--- src/rtl/mips_run_controller.sv ---
// rtl/mips_run_controller.sv - session sequencer for single_cycle_mips.
// Flow: load imem from a word stream, run for a bounded budget or until halt, then stream out the register file.
module mips_run_controller #(
  parameter int ADDR_W     = 8,
  parameter int DATA_W     = 32,
  parameter int RUN_CYCLES = 51
) (
  input  logic              clock,
  input  logic              reset_n,
  input  logic              start,
  input  logic [ADDR_W:0]   prog_len,
  input  logic              in_valid,
  output logic              in_ready,
  input  logic [DATA_W-1:0] in_data,
  output logic              imem_we,
  output logic [ADDR_W-1:0] imem_addr,
  output logic [DATA_W-1:0] imem_wdata,
  output logic              cpu_rst_n,
  output logic              cpu_run,
  input  logic              cpu_halt,
  output logic [4:0]        rf_raddr,
  input  logic [DATA_W-1:0] rf_rdata,
  output logic              out_valid,
  input  logic              out_ready,
  output logic [DATA_W-1:0] out_data,
  output logic              busy,
  output logic              done,
  output logic [15:0]       cycles_run
);

  typedef enum logic [2:0] {S_IDLE, S_LOAD, S_RUN, S_DUMP, S_DONE} state_t;

  localparam logic [15:0]   RUN_LIMIT = 16'(RUN_CYCLES);
  localparam logic [15:0]   CYC_MAX   = 16'hFFFF;
  localparam logic [15:0]   CYC_ONE   = 16'd1;
  localparam logic [ADDR_W:0] LEN_ONE = {{ADDR_W{1'b0}}, 1'b1};
  localparam logic [ADDR_W:0] LEN_ZERO = '0;
  localparam logic [4:0]    DUMP_LAST = 5'd31;
  localparam logic [4:0]    DUMP_ONE  = 5'd1;

  state_t            state_q, state_d;
  logic [ADDR_W:0]   len_q, len_d;
  logic [ADDR_W:0]   load_ptr_q, load_ptr_d;
  logic [4:0]        dump_ptr_q, dump_ptr_d;
  logic [15:0]       cycles_q, cycles_d;

  always_comb begin
    state_d    = state_q;
    len_d      = len_q;
    load_ptr_d = load_ptr_q;
    dump_ptr_d = dump_ptr_q;
    cycles_d   = cycles_q;
    case (state_q)
      S_IDLE, S_DONE: begin
        if (start) begin
          len_d      = prog_len;
          load_ptr_d = '0;
          dump_ptr_d = '0;
          cycles_d   = '0;
          state_d    = (prog_len == LEN_ZERO) ? S_RUN : S_LOAD;
        end
      end
      S_LOAD: begin
        if (in_valid) begin
          load_ptr_d = load_ptr_q + LEN_ONE;
          if (load_ptr_q == len_q - LEN_ONE) state_d = S_RUN;
        end
      end
      S_RUN: begin
        if (cycles_q != CYC_MAX) cycles_d = cycles_q + CYC_ONE;
        // The halting cycle is already counted in cycles_d, so both exits agree.
        if (cycles_d == RUN_LIMIT || cpu_halt) state_d = S_DUMP;
      end
      S_DUMP: begin
        if (out_ready) begin
          dump_ptr_d = dump_ptr_q + DUMP_ONE;
          if (dump_ptr_q == DUMP_LAST) state_d = S_DONE;
        end
      end
      default: state_d = S_IDLE;
    endcase
  end

  always_ff @(posedge clock or negedge reset_n) begin
    if (!reset_n) begin
      state_q    <= S_IDLE;
      len_q      <= '0;
      load_ptr_q <= '0;
      dump_ptr_q <= '0;
      cycles_q   <= '0;
    end else begin
      state_q    <= state_d;
      len_q      <= len_d;
      load_ptr_q <= load_ptr_d;
      dump_ptr_q <= dump_ptr_d;
      cycles_q   <= cycles_d;
    end
  end

  // Outputs decode only the state register, so an async reset clears them at once.
  assign in_ready   = (state_q == S_LOAD);
  assign imem_we    = in_ready && in_valid;
  assign imem_addr  = in_ready ? load_ptr_q[ADDR_W-1:0] : '0;
  assign imem_wdata = in_ready ? in_data : '0;
  assign cpu_run    = (state_q == S_RUN);
  assign cpu_rst_n  = (state_q == S_RUN) || (state_q == S_DUMP) || (state_q == S_DONE);
  assign out_valid  = (state_q == S_DUMP);
  assign rf_raddr   = out_valid ? dump_ptr_q : '0;
  assign out_data   = out_valid ? rf_rdata : '0;
  assign busy       = in_ready || cpu_run || out_valid;
  assign done       = (state_q == S_DONE);
  assign cycles_run = cycles_q;

endmodule

--- config.mk ---
export PLATFORM = sky130hd
export DESIGN_NAME = mips_run_controller
export DESIGN_NICKNAME = d
export VERILOG_FILES = /design/src/rtl/mips_run_controller.sv
export SDC_FILE = /design/constraint.sdc
export NUM_CORES = 1
export LEC_CHECK = 0
export ABC_AREA = 0
export CAP_MARGIN = 20
export CORE_MARGIN = 5
export CORE_UTILIZATION = 40
export CTS_BUF_LIST = sky130_fd_sc_hd__clkbuf_8
export DETAILED_ROUTE_END_ITERATION = 16
export PLACE_DENSITY = 0.83
export SLEW_MARGIN = 40
export SYNTH_ARGS = -nofsm -noshare
export SYNTH_HDL_FRONTEND = slang
export SYNTH_SLANG_ARGS = --single-unit
--- constraint.sdc ---
create_clock -name clock -period 2.65 [get_ports clock]
set_input_delay 0.53 -clock clock [delete_from_list [all_inputs] [get_ports clock]]
set_output_delay 0.53 -clock clock [all_outputs]
set_load 0.1 [all_outputs]
# Word level (Yosys, flattened, before mapping)
# Index checks and enable logic that the tools add are counted.
[classes]
reduce_logical = 17
addsub = 4
n_mux = 22
n_eq_ne = 14
[op_table]
columns = ["cell", "count"]
rows = [
  ["32-bit two-way mux", 2],
  ["16-bit two-way mux", 3],
  ["16-bit one-hot mux with 2 select lines", 1],
  ["3-bit two-way mux", 6],
  ["9-bit two-way mux", 2],
  ["9-bit one-hot mux with 2 select lines", 1],
  ["16-bit by 1-bit adder with 16-bit output (second input constant)", 1],
  ["16-bit by 6-bit == test with 1-bit output (second input constant)", 1],
  ["16-bit inequality test (second input constant)", 1],
  ["5-bit two-way mux", 3],
  ["3-bit one-hot mux with 4 select lines", 1],
  ["5-bit one-hot mux with 2 select lines", 1],
  ["9-bit by 1-bit adder with 9-bit output (second input constant)", 1],
  ["9-bit == test", 1],
  ["9-bit zero test", 1],
  ["9-bit by 1-bit subtractor with 9-bit output (second input constant)", 1],
  ["8-bit two-way mux", 1],
  ["2-bit by 1-bit inequality test with 1-bit output (second input constant)", 4],
  ["3-bit by 2-bit == test with 1-bit output (second input constant)", 2],
  ["3-bit AND reduction", 2],
  ["6-bit AND reduction", 1],
  ["2-bit nonzero test", 3],
  ["5-bit by 1-bit adder with 5-bit output (second input constant)", 1],
  ["5-bit == test (second input constant)", 1],
  ["other kinds (9)", 15],
]
[totals]
regBits = 42
out_inout_bits = 100
in_bits = 79

# Depth between registers and ports, before layout
# Gate-level depths: netlist (run 1).
[logic_depth]
depth_word = 7
depth_mapped = 9

# Worst setup path after synthesis (run 1)
# OpenSTA, ideal clock, no wires.
[synth_timing]
path_kind = "register to output"
startpoint = "reg state_q[2]"
endpoint = "out imem_we"
arrival_ns = 2.790
path_stages_with_launch = 6
required_time_ns = 2.120
slack_ns = -0.670
cell_sequence = "dfrtp_1 > inv_1 > nand2_1 > nor2_1 > nand2_1 > inv_1"
[synth_via]
elab_chain_cells = 2
[synth_lines]
columns = ["element", "line", "rtl"]
rows = [
  ["from (decl)", "41", "state_t state_q, state_d;"],
  ["from (signal assigned)", "92", "state_q <= state_d;"],
  ["3-bit by 1-bit == test with 1-bit output", "101", "assign in_ready = (state_q == S_LOAD);"],
  ["net in_ready", "13", "output logic in_ready,"],
  ["1-bit logical AND", "102", "assign imem_we = in_ready && in_valid;"],
  ["to (decl)", "15", "output logic imem_we,"],
]
# The timed path passes the listed nets, and every way through them passes these cells.

# Final worst setup path (run 1)
[layout_timing]
startpoint = "reg cycles_q[0] (netlist: cycles_run[0])"
endpoint = "reg state_q[0]"
[layout_via]
elab_chain_cells = 7
word_cells_on_any_way = 8
classes_between = "add/sub (1); eq/ne (3); mux (2); reduce/logical (2)"
[layout_lines]
columns = ["element", "line", "rtl"]
rows = [
  ["from (decl)", "45", "logic [15:0] cycles_q, cycles_d;"],
  ["from (signal assigned)", "96", "cycles_q <= cycles_d;"],
  ["16-bit by 1-bit adder with 16-bit output / 16-bit inequality test (equally long branches)", "70", "if (cycles_q != CYC_MAX) cycles_d = cycles_q + CYC_ONE;"],
  ["16-bit two-way mux (*)", "70", ""],
  ["16-bit two-way mux (*)", "53", "case (state_q)"],
  ["16-bit by 6-bit == test with 1-bit output (*)", "72", "if (cycles_d == RUN_LIMIT || cpu_halt) state_d = S_DUMP;"],
  ["1-bit logical OR (*)", "72", ""],
  ["2-bit by 1-bit inequality test with 1-bit output (no source line) (*)", "-", ""],
  ["6-bit AND reduction (no source line) (*)", "-", ""],
]
# Every way passes the cells marked *; elsewhere a longest branch is shown, timed or not. The select of a mux whose other input is x is not followed.
# A chain may end at the register's enable or synchronous reset.

==> results.json, run 1 <==
{
  "outcome": "finished, final reports clean",
  "start_kind": "flop",
  "wl_um": 13100,
  "die_area_um2": 9830,
  "synth_common_cells": "and3_1 (83), nand2_1 (54), dfrtp_1 (42)",
  "r2r_start": "cycles_run[0]",
  "yosysSeqAreaShare_pct": 33.1,
  "firstDrtPassIters": 5,
  "clock-sinks": 42,
  "grt_usage_pct": 25.9,
  "post_cts_buffers": 0,
  "drt_iter0_drc": 284,
  "endpoint_kind": "flop",
  "min_path_type": "in -> async",
  "postPlaceCellArea_um2": 5900,
  "viasPerCell": 5.61,
  "ys_warn_count": 0,
  "start_util_pct": 41.1,
  "yosysTopAreaCell": "dfrtp_1",
  "clk-insertion-delay-late_ns": 0.30,
  "n_fill_cell": 472,
  "path_max_fanout": 7,
  "finalNetCount": 658,
  "synthArstFlopShare_pct": 100,
  "cts-resized-gates": 0,
  "fin_setup_tns_ns": 0,
  "cts_hold_buf": 0,
  "fmax_mhz": 401,
  "clk_pin_slew_ns": 0.09,
  "met3_usage_pct": 7.64,
  "hold_viol": 0,
  "yosys.cell_types.count": 53,
  "min_period_ns": 2.49,
  "numPortBuffers": 178,
  "ir_drop_v": 0.000622,
  "cp_top_family": "simple AND/OR/NAND/NOR gates",
  "yosysMostFrequentCell": "and3_1",
  "crit_slowest_cell": "dfrtp_4",
  "synth_nets": 489,
  "arrival_ns": 2.70,
  "grt_setup_unrepaired": "no",
  "antenna_found_initial": 1,
  "die_x_um": 99.2,
  "core_area_um2": 7730,
  "pin_count": 179,
  "cap_violations": 0,
  "crit_type": "reg -> reg",
  "tightestPinTransition_ns": 0.530,
  "syn_to_final_growth_pct": 88.7,
  "p_leak_nw": 2.82,
  "slew_headroom_pct": 64.6,
  "synth_seq_cells": 42,
  "slowest_delay_ns": 0.46,
  "skew_ns": 0.0135,
  "p_per_area_nw_per_um2": 1130,
  "syn_avg_cell_area_um2": 7.85,
  "die_y_um": 99.2,
  "reg2regPathDepth": 8,
  "path_buf_inv": 0,
  "grt_overflow": 0,
  "r2r_end": "state_q[0]",
  "clockBufferDepth": 2,
  "use_met2_pct": 46.1,
  "cts_tree": "built",
  "worstSetupStartpoint": "cycles_run[0]",
  "cts-root-buf": "clkbuf_8",
  "layout-drive-gt1-share_pct": 26.6,
  "ant_nets": 0,
  "critical_path.endpoint": "state_q[0]",
  "hpwl_um": 10700,
  "htree_levels": 2,
  "r2r_setup_slack_ns": 0.16,
  "place.gp.congestion": 0.921,
  "synth_edf_count": 0,
  "diodes": 0,
  "final.period_utilization_pct": 94.1,
  "routedWlPerCell_um": 19.4,
  "synth_top_cell_area_share_pct": 33.1,
  "drc_errors": 0,
  "syn_area_um2": 3180,
  "setup_viol": 0,
  "grt_pass1_wl_um": 20400,
  "fin_area_um2": 6000,
  "synth_ff_type": "dfrtp_1",
  "cp.depth": 8,
  "maxSlewViolCount": 0,
  "critical_path_required_ns": 2.86,
  "synth.area.top_cells": "dfrtp_1 (33%), and3_1 (16%), nand2_1 (6.4%)",
  "cts_buffers": 5,
  "grt_util_met1_pct": 30.9,
  "grt_max_degree": 46,
  "grt_pass1_vias": 3783,
  "num_vias": 3798,
  "path_common_cell": "nand3_2",
  "rows": 32,
  "top_usage_layer": "met2",
  "crit_chain": "ha_2 > nand3_2 > nor4_4 > nor2_2 > or3b_4 > a2111oi_4 > nand3_2 > a211oi_2",
  "synthCells": 405
}
-- routing by layer --
metal  vias up  part of all wire (%)
li1       1791                     -
met4         2                   2.0
met3        21                   8.2
met1      1820                    38
met5         -                 0.099
met2       164                    52
-- flip-flops by register name, summed over array words and instances (netlist names) --
name and cells:
state_q 3, cycles_run 16, len_q 9, dump_ptr_q 5
load_ptr_q 9
-- stage by stage --
step	hold WS, ns	std cells	power (mW)	util, %	setup WS (ns)
after CTS	0.153	677	6.78	77.6	0.111
after global routing	0.161	677	7.02	77.6	0.00670
after detailed placement	0.482	669	6.32	76.4	0.187
after global placement	0.480	669	6.22	76.4	0.259
final	0.149	677	6.76	77.6	0.156
after floorplan	0.234	405	4.31	-	-0.160
-- kinds of logic after synthesis --
logic type	count (synthesis)	share of synthesized area (%)
AND/OR/NAND/NOR	235	40.8
XOR/XNOR	20	5.51
buffers and inverters	39	4.92
multiplexers	1	0.315
AO/OA/AOI/OAI	63	13.5
flip-flops	42	33.1
adder cells (fa/ha/maj)	5	1.97
-- layout by cell type, fill, tap and decap left out, types with 2 or more instances in the layout --
master,instances
nand4_4,2
o31ai_1,2
a211oi_1,3
o21ai_0,22
buf_4,28
nor4_1,5
nor2_1,32
a21oi_1,13
ha_1,4
nor3_2,2
dfrtp_4,2
nand3_2,2
dfrtp_2,14
nor3_1,8
clkdlybuf4s50_1,77
nand2_1,54
nand3_1,18
a22o_1,3
a31oi_1,2
nor4bb_1,2
and4_1,2
or3_1,5
xnor2_1,6
dfrtp_1,26
buf_12,84
and3_1,83
nor2b_1,2
clkbuf_8,6
nor2_2,3
o211ai_1,3
nand2b_1,3
nand4_1,4
o31a_1,2
xor2_1,14
inv_1,12
-- power by group --
group          internal (mW)  switching, mW  leakage (nW)
sequential             0.767          0.184         0.536
clock                  0.212          0.237        0.0530
combinational           1.79           3.57          2.23
-- cell type report --
cell class / instances / area (um^2) / area share [%]
clock buffer: 6 / 82.6 / 1.38
clock inverter: 2 / 12.5 / 0.209
inverter: 11 / 41.3 / 0.688
multi-input combinational: 324 / 1990 / 33.2
sequential: 42 / 1080 / 17.9
tap: 102 / 128 / 2.13
timing repair buffer: 190 / 2670 / 44.5
-- how the worst min path moves through the flow --
stage             from              to  slack (ns)  cells after the start
3_3_place_gp   reset_n   cycles_run[0]        0.48                      1
3_5_place_dp   reset_n   cycles_run[1]        0.48                      1
4_1_cts        reset_n   cycles_run[0]        0.15                      1
5_1_grt        reset_n   cycles_run[1]        0.16                      1
2_1_floorplan  reset_n  cycles_run[10]        0.23                      0
6_report       reset_n   cycles_run[0]        0.15                      1
No activity file was read; power rests on OpenSTA's default activity.
==> run 2: changes to the inputs <==
- CORE_UTILIZATION: 40 -> 25
- PLACE_DENSITY: 0.83 -> default
- TNS_END_PERCENT: default -> 30
==> results.json, run 2 (same netlist as run 1, synthesis figures left out) <==
{
  "outcome": "finished, final reports clean",
  "drt_iter0_drc": 260,
  "firstDrtPassIters": 5,
  "ir_drop_v": 0.000611,
  "fin_area_um2": 6080,
  "largest_reg_flops": 16,
  "p_per_area_nw_per_um2": 1120,
  "cts-resized-gates": 0,
  "setup_viol": 0,
  "tightestPinTransition_ns": 0.563,
  "drc_errors": 0,
  "reg2regPathDepth": 8,
  "postPlaceCellArea_um2": 5970,
  "crit_type": "reg -> reg",
  "endpoint_kind": "flop",
  "post_cts_buffers": 0,
  "dr_wl_met3_um": 459,
  "final_cell_mix": "buf_12 (86), and3_1 (83), clkdlybuf4s50_1 (77), nand2_1 (54), dfrtp_1 (42)",
  "diodes": 0,
  "start_util_pct": 25.3,
  "num_vias": 3640,
  "clock-sinks": 42,
  "cts-root-buf": "clkbuf_8",
  "routedWlPerCell_um": 17.9,
  "cts_tree": "built",
  "grt_setup_unrepaired": "no",
  "final.period_utilization_pct": 94.6,
  "fin_setup_tns_ns": 0,
  "layout_commonest_cell": "buf_12",
  "syn_to_final_growth_pct": 91.1,
  "clk_pin_slew_ns": 0.08,
  "grt_pass1_vias": 3531,
  "viasPerCell": 4.89,
  "htree_levels": 2,
  "pin_count": 179,
  "rows": 41,
  "die_y_um": 123,
  "numPortBuffers": 178,
  "highest_layer": "met4",
  "grt_pass1_wl_um": 19900,
  "start_kind": "flop",
  "cap_violations": 0,
  "slew_headroom_pct": 62.5,
  "r2r_setup_slack_ns": 0.14,
  "clk-insertion-delay-late_ns": 0.30,
  "min_period_ns": 2.51,
  "grt_max_degree": 77,
  "skew_ns": 0.0141,
  "die_area_um2": 15100,
  "p_leak_nw": 2.85,
  "wl_um": 13300,
  "cts_hold_buf": 0,
  "fmax_mhz": 399,
  "clockBufferDepth": 2,
  "antenna_found_initial": 0,
  "finalNetCount": 655,
  "hold_viol": 0,
  "die_x_um": 123,
  "arrival_ns": 2.72,
  "dr_wl_met2_um": 7090,
  "layout-drive-gt1-share_pct": 23.3,
  "grt_overflow": 0,
  "ant_nets": 0,
  "m1WireLength_um": 5520,
  "cts_buffers": 5,
  "final_core_util_pct": 48.3,
  "path_max_fanout": 7,
  "grt_usage_pct": 16.7,
  "min_path_type": "in -> async",
  "place.gp.congestion": 0.890,
  "core_area_um2": 12600,
  "maxSlewViolCount": 0,
  "critical_path_required_ns": 2.87,
  "hpwl_um": 10500
}
==> run 2: worst max-delay path, stage by stage (launching register included) <==
cell and delay (ns):
dfrtp_1 0.47, ha_1 0.22, nand3_2 0.18, nor4_4 0.36
nor2_2 0.09, or3b_4 0.40, a2111oi_4 0.37, nand3_2 0.12
a211oi_2 0.22
==> run 2: worst paths after layout <==
check,startpoint,to
worst max-delay path,cycles_run[0],state_q[0]
worst min-delay path,reset_n,cycles_run[11]
worst max register to register,cycles_run[0],state_q[0]
worst min register to register,len_q[2],len_q[2]
max in group asynchronous,reset_n,len_q[3]
min in group clock,len_q[2],len_q[2]
==> run 2: layout make-up <==
type / instances / area [um^2]
Inverter: 11 / 41.3
Clock buffer: 5 / 68.8
Timing Repair Buffer: 187 / 2670
Tap cell: 172 / 215
Fill cell: 1187 / 6490
Multi-Input combinational cell: 324 / 1990
Clock inverter: 3 / 40.0
Sequential cell: 42 / 1050
==> run 2: stage by stage <==
| step | total power, mW | setup WS [ns] | std cells | hold WS, ns |
|---|---|---|---|---|
| detailed placement | 6.34 | 0.178 | 736 | 0.520 |
| CTS | 6.86 | 0.142 | 744 | 0.234 |
| global route | 7.09 | 0.0305 | 744 | 0.265 |
| floorplan | 4.30 | -0.446 | 405 | 0.234 |
| global placement | 6.30 | 0.288 | 736 | 0.511 |
| finish | 6.83 | 0.143 | 744 | 0.203 |
==> run 2: metal layers <==
layer / track usage [%] / up-vias
met3: 2.58 / 18
met5: 0 / -
met2: 28.4 / 87
met1: 22.1 / 1754
li1: - / 1781
met4: 4.27 / 0
==> run 2: report_power, final <==
group          internal (mW)  switching (mW)
Combinational           1.81            3.54
Clock                  0.278           0.238
Sequential             0.763           0.190
==> run 3: changes to the inputs <==
- CORE_UTILIZATION: 25 -> 40
- PLACE_DENSITY: default -> 0.83
==> results.json, run 3 (same netlist as run 1, synthesis figures left out) <==
{
  "outcome": "finished, final reports clean",
  "place.gp.congestion": 0.893,
  "grt_setup_unrepaired": "no",
  "maxSlewViolCount": 0,
  "hold_viol": 0,
  "multi_input_area_um2": 2000,
  "grt_usage_pct": 26.7,
  "syn_to_final_growth_pct": 88.1,
  "grt_pass1_vias": 3723,
  "htree_levels": 2,
  "diodes": 0,
  "finalNetCount": 656,
  "postPlaceCellArea_um2": 5870,
  "min_path_type": "in -> async",
  "fin_setup_tns_ns": 0,
  "cts_tree": "built",
  "layout_commonest_cell": "buf_12",
  "hpwl_um": 10600,
  "start_util_pct": 41.1,
  "tightestPinTransition_ns": 0.578,
  "seqCellArea_um2": 1050,
  "setup_ws_ns": 0.165,
  "clock-sinks": 42,
  "pin_count": 179,
  "start_kind": "flop",
  "final.period_utilization_pct": 93.8,
  "arrival_ns": 2.70,
  "skew_ns": 0.0150,
  "antenna_found_initial": 0,
  "grt_pass1_wl_um": 20700,
  "cts_hold_buf": 0,
  "crit_type": "reg -> reg",
  "numPortBuffers": 178,
  "hold_ws_ns": 0.211,
  "path_max_fanout": 7,
  "largest_reg_flops": 16,
  "fin_area_um2": 5980,
  "final_cell_mix": "buf_12 (85), and3_1 (83), clkdlybuf4s50_1 (77), nand2_1 (54), dfrtp_1 (42)",
  "die_x_um": 99.2,
  "setup_viol": 0,
  "p_total_mw": 6.76,
  "firstDrtPassIters": 5,
  "slew_headroom_pct": 61.1,
  "die_area_um2": 9830,
  "rows": 32,
  "fmax_mhz": 402,
  "ant_nets": 0,
  "grt_max_degree": 78,
  "endpoint_kind": "flop",
  "drc_errors": 0,
  "layout-drive-gt1-share_pct": 23.6,
  "viasPerCell": 5.59,
  "p_per_area_nw_per_um2": 1130,
  "ir_drop_v": 0.000724,
  "core_area_um2": 7730,
  "cap_violations": 0,
  "clockBufferDepth": 2,
  "drt_iter0_drc": 231,
  "min_period_ns": 2.48,
  "pre_cts_ws_ns": 0.104,
  "p_leak_nw": 2.83,
  "cts-root-buf": "clkbuf_8",
  "clk_pin_slew_ns": 0.09,
  "cts_buffers": 5,
  "clk-insertion-delay-late_ns": 0.31,
  "die_y_um": 99.2,
  "wl_um": 13300,
  "routedWlPerCell_um": 19.8,
  "critical_path_required_ns": 2.87,
  "num_vias": 3773,
  "n_fill_cell": 482,
  "grt_overflow": 0
}
==> run 3: what timing repair did <==
| item | CTS | global route |
|---|---|---|
| resized for setup | 0 | 2 |
| hold endpoints to repair | 0 | 0 |
| setup endpoints to repair | 0 | 1 |
| buffers inserted | 0 | 1 |
==> run 3: per-layer routing <==
metal / wire length, um / track usage, % / up-vias
li1: - / - / 1787
met1: 5130 / 32.9 / 1793
met2: 7020 / 47.4 / 171
met3: 968 / 7.08 / 22
met4: 229 / 4.41 / 0
met5: 0 / 0 / -
==> run 3: layout make-up <==
type                    count  share of cell area, %
clock buffers               5                   1.15
clock inverters             3                  0.398
inverters                  11                  0.691
multi-input cells         324                   33.4
flip-flops and latches     42                   17.6
well taps                 102                   2.13
repair buffers            188                   44.6
==> run 3: stage by stage <==
step                util (%)  instances
floorplan                  -        405
global placement        75.9        666
detailed placement      75.9        666
CTS                     77.1        674
global route            77.4        675
finish                  77.4        675
==> run 3: critical path: stages, from the launching register on <==
cell and delay, ns:
dfrtp_1 0.45, ha_4 0.21, nand3_2 0.19, nor4_4 0.37, nor2_2 0.10, or3b_4 0.40
a2111oi_4 0.36, nand3_2 0.10, a211oi_2 0.22
==> run 3: report_power, final <==
group / switching, mW / internal (mW) / leakage, nW
clock: 0.249 / 0.188 / 0.0408
sequential: 0.179 / 0.763 / 0.564
combinational: 3.57 / 1.81 / 2.23
==> run 3: path summary, 6_finish.rpt <==
kind                               start             to  slack [ns]  depth (start not counted)
max                        cycles_run[1]     state_q[0]        0.17                          8
min                              reset_n       len_q[1]        0.21                          1
max reg2reg                cycles_run[1]     state_q[0]        0.17                          8
min reg2reg                     len_q[8]       len_q[8]        0.54                          2
max in group asynchronous        reset_n  dump_ptr_q[3]        2.06                          1
min in group clock              len_q[8]       len_q[8]        0.54                          2
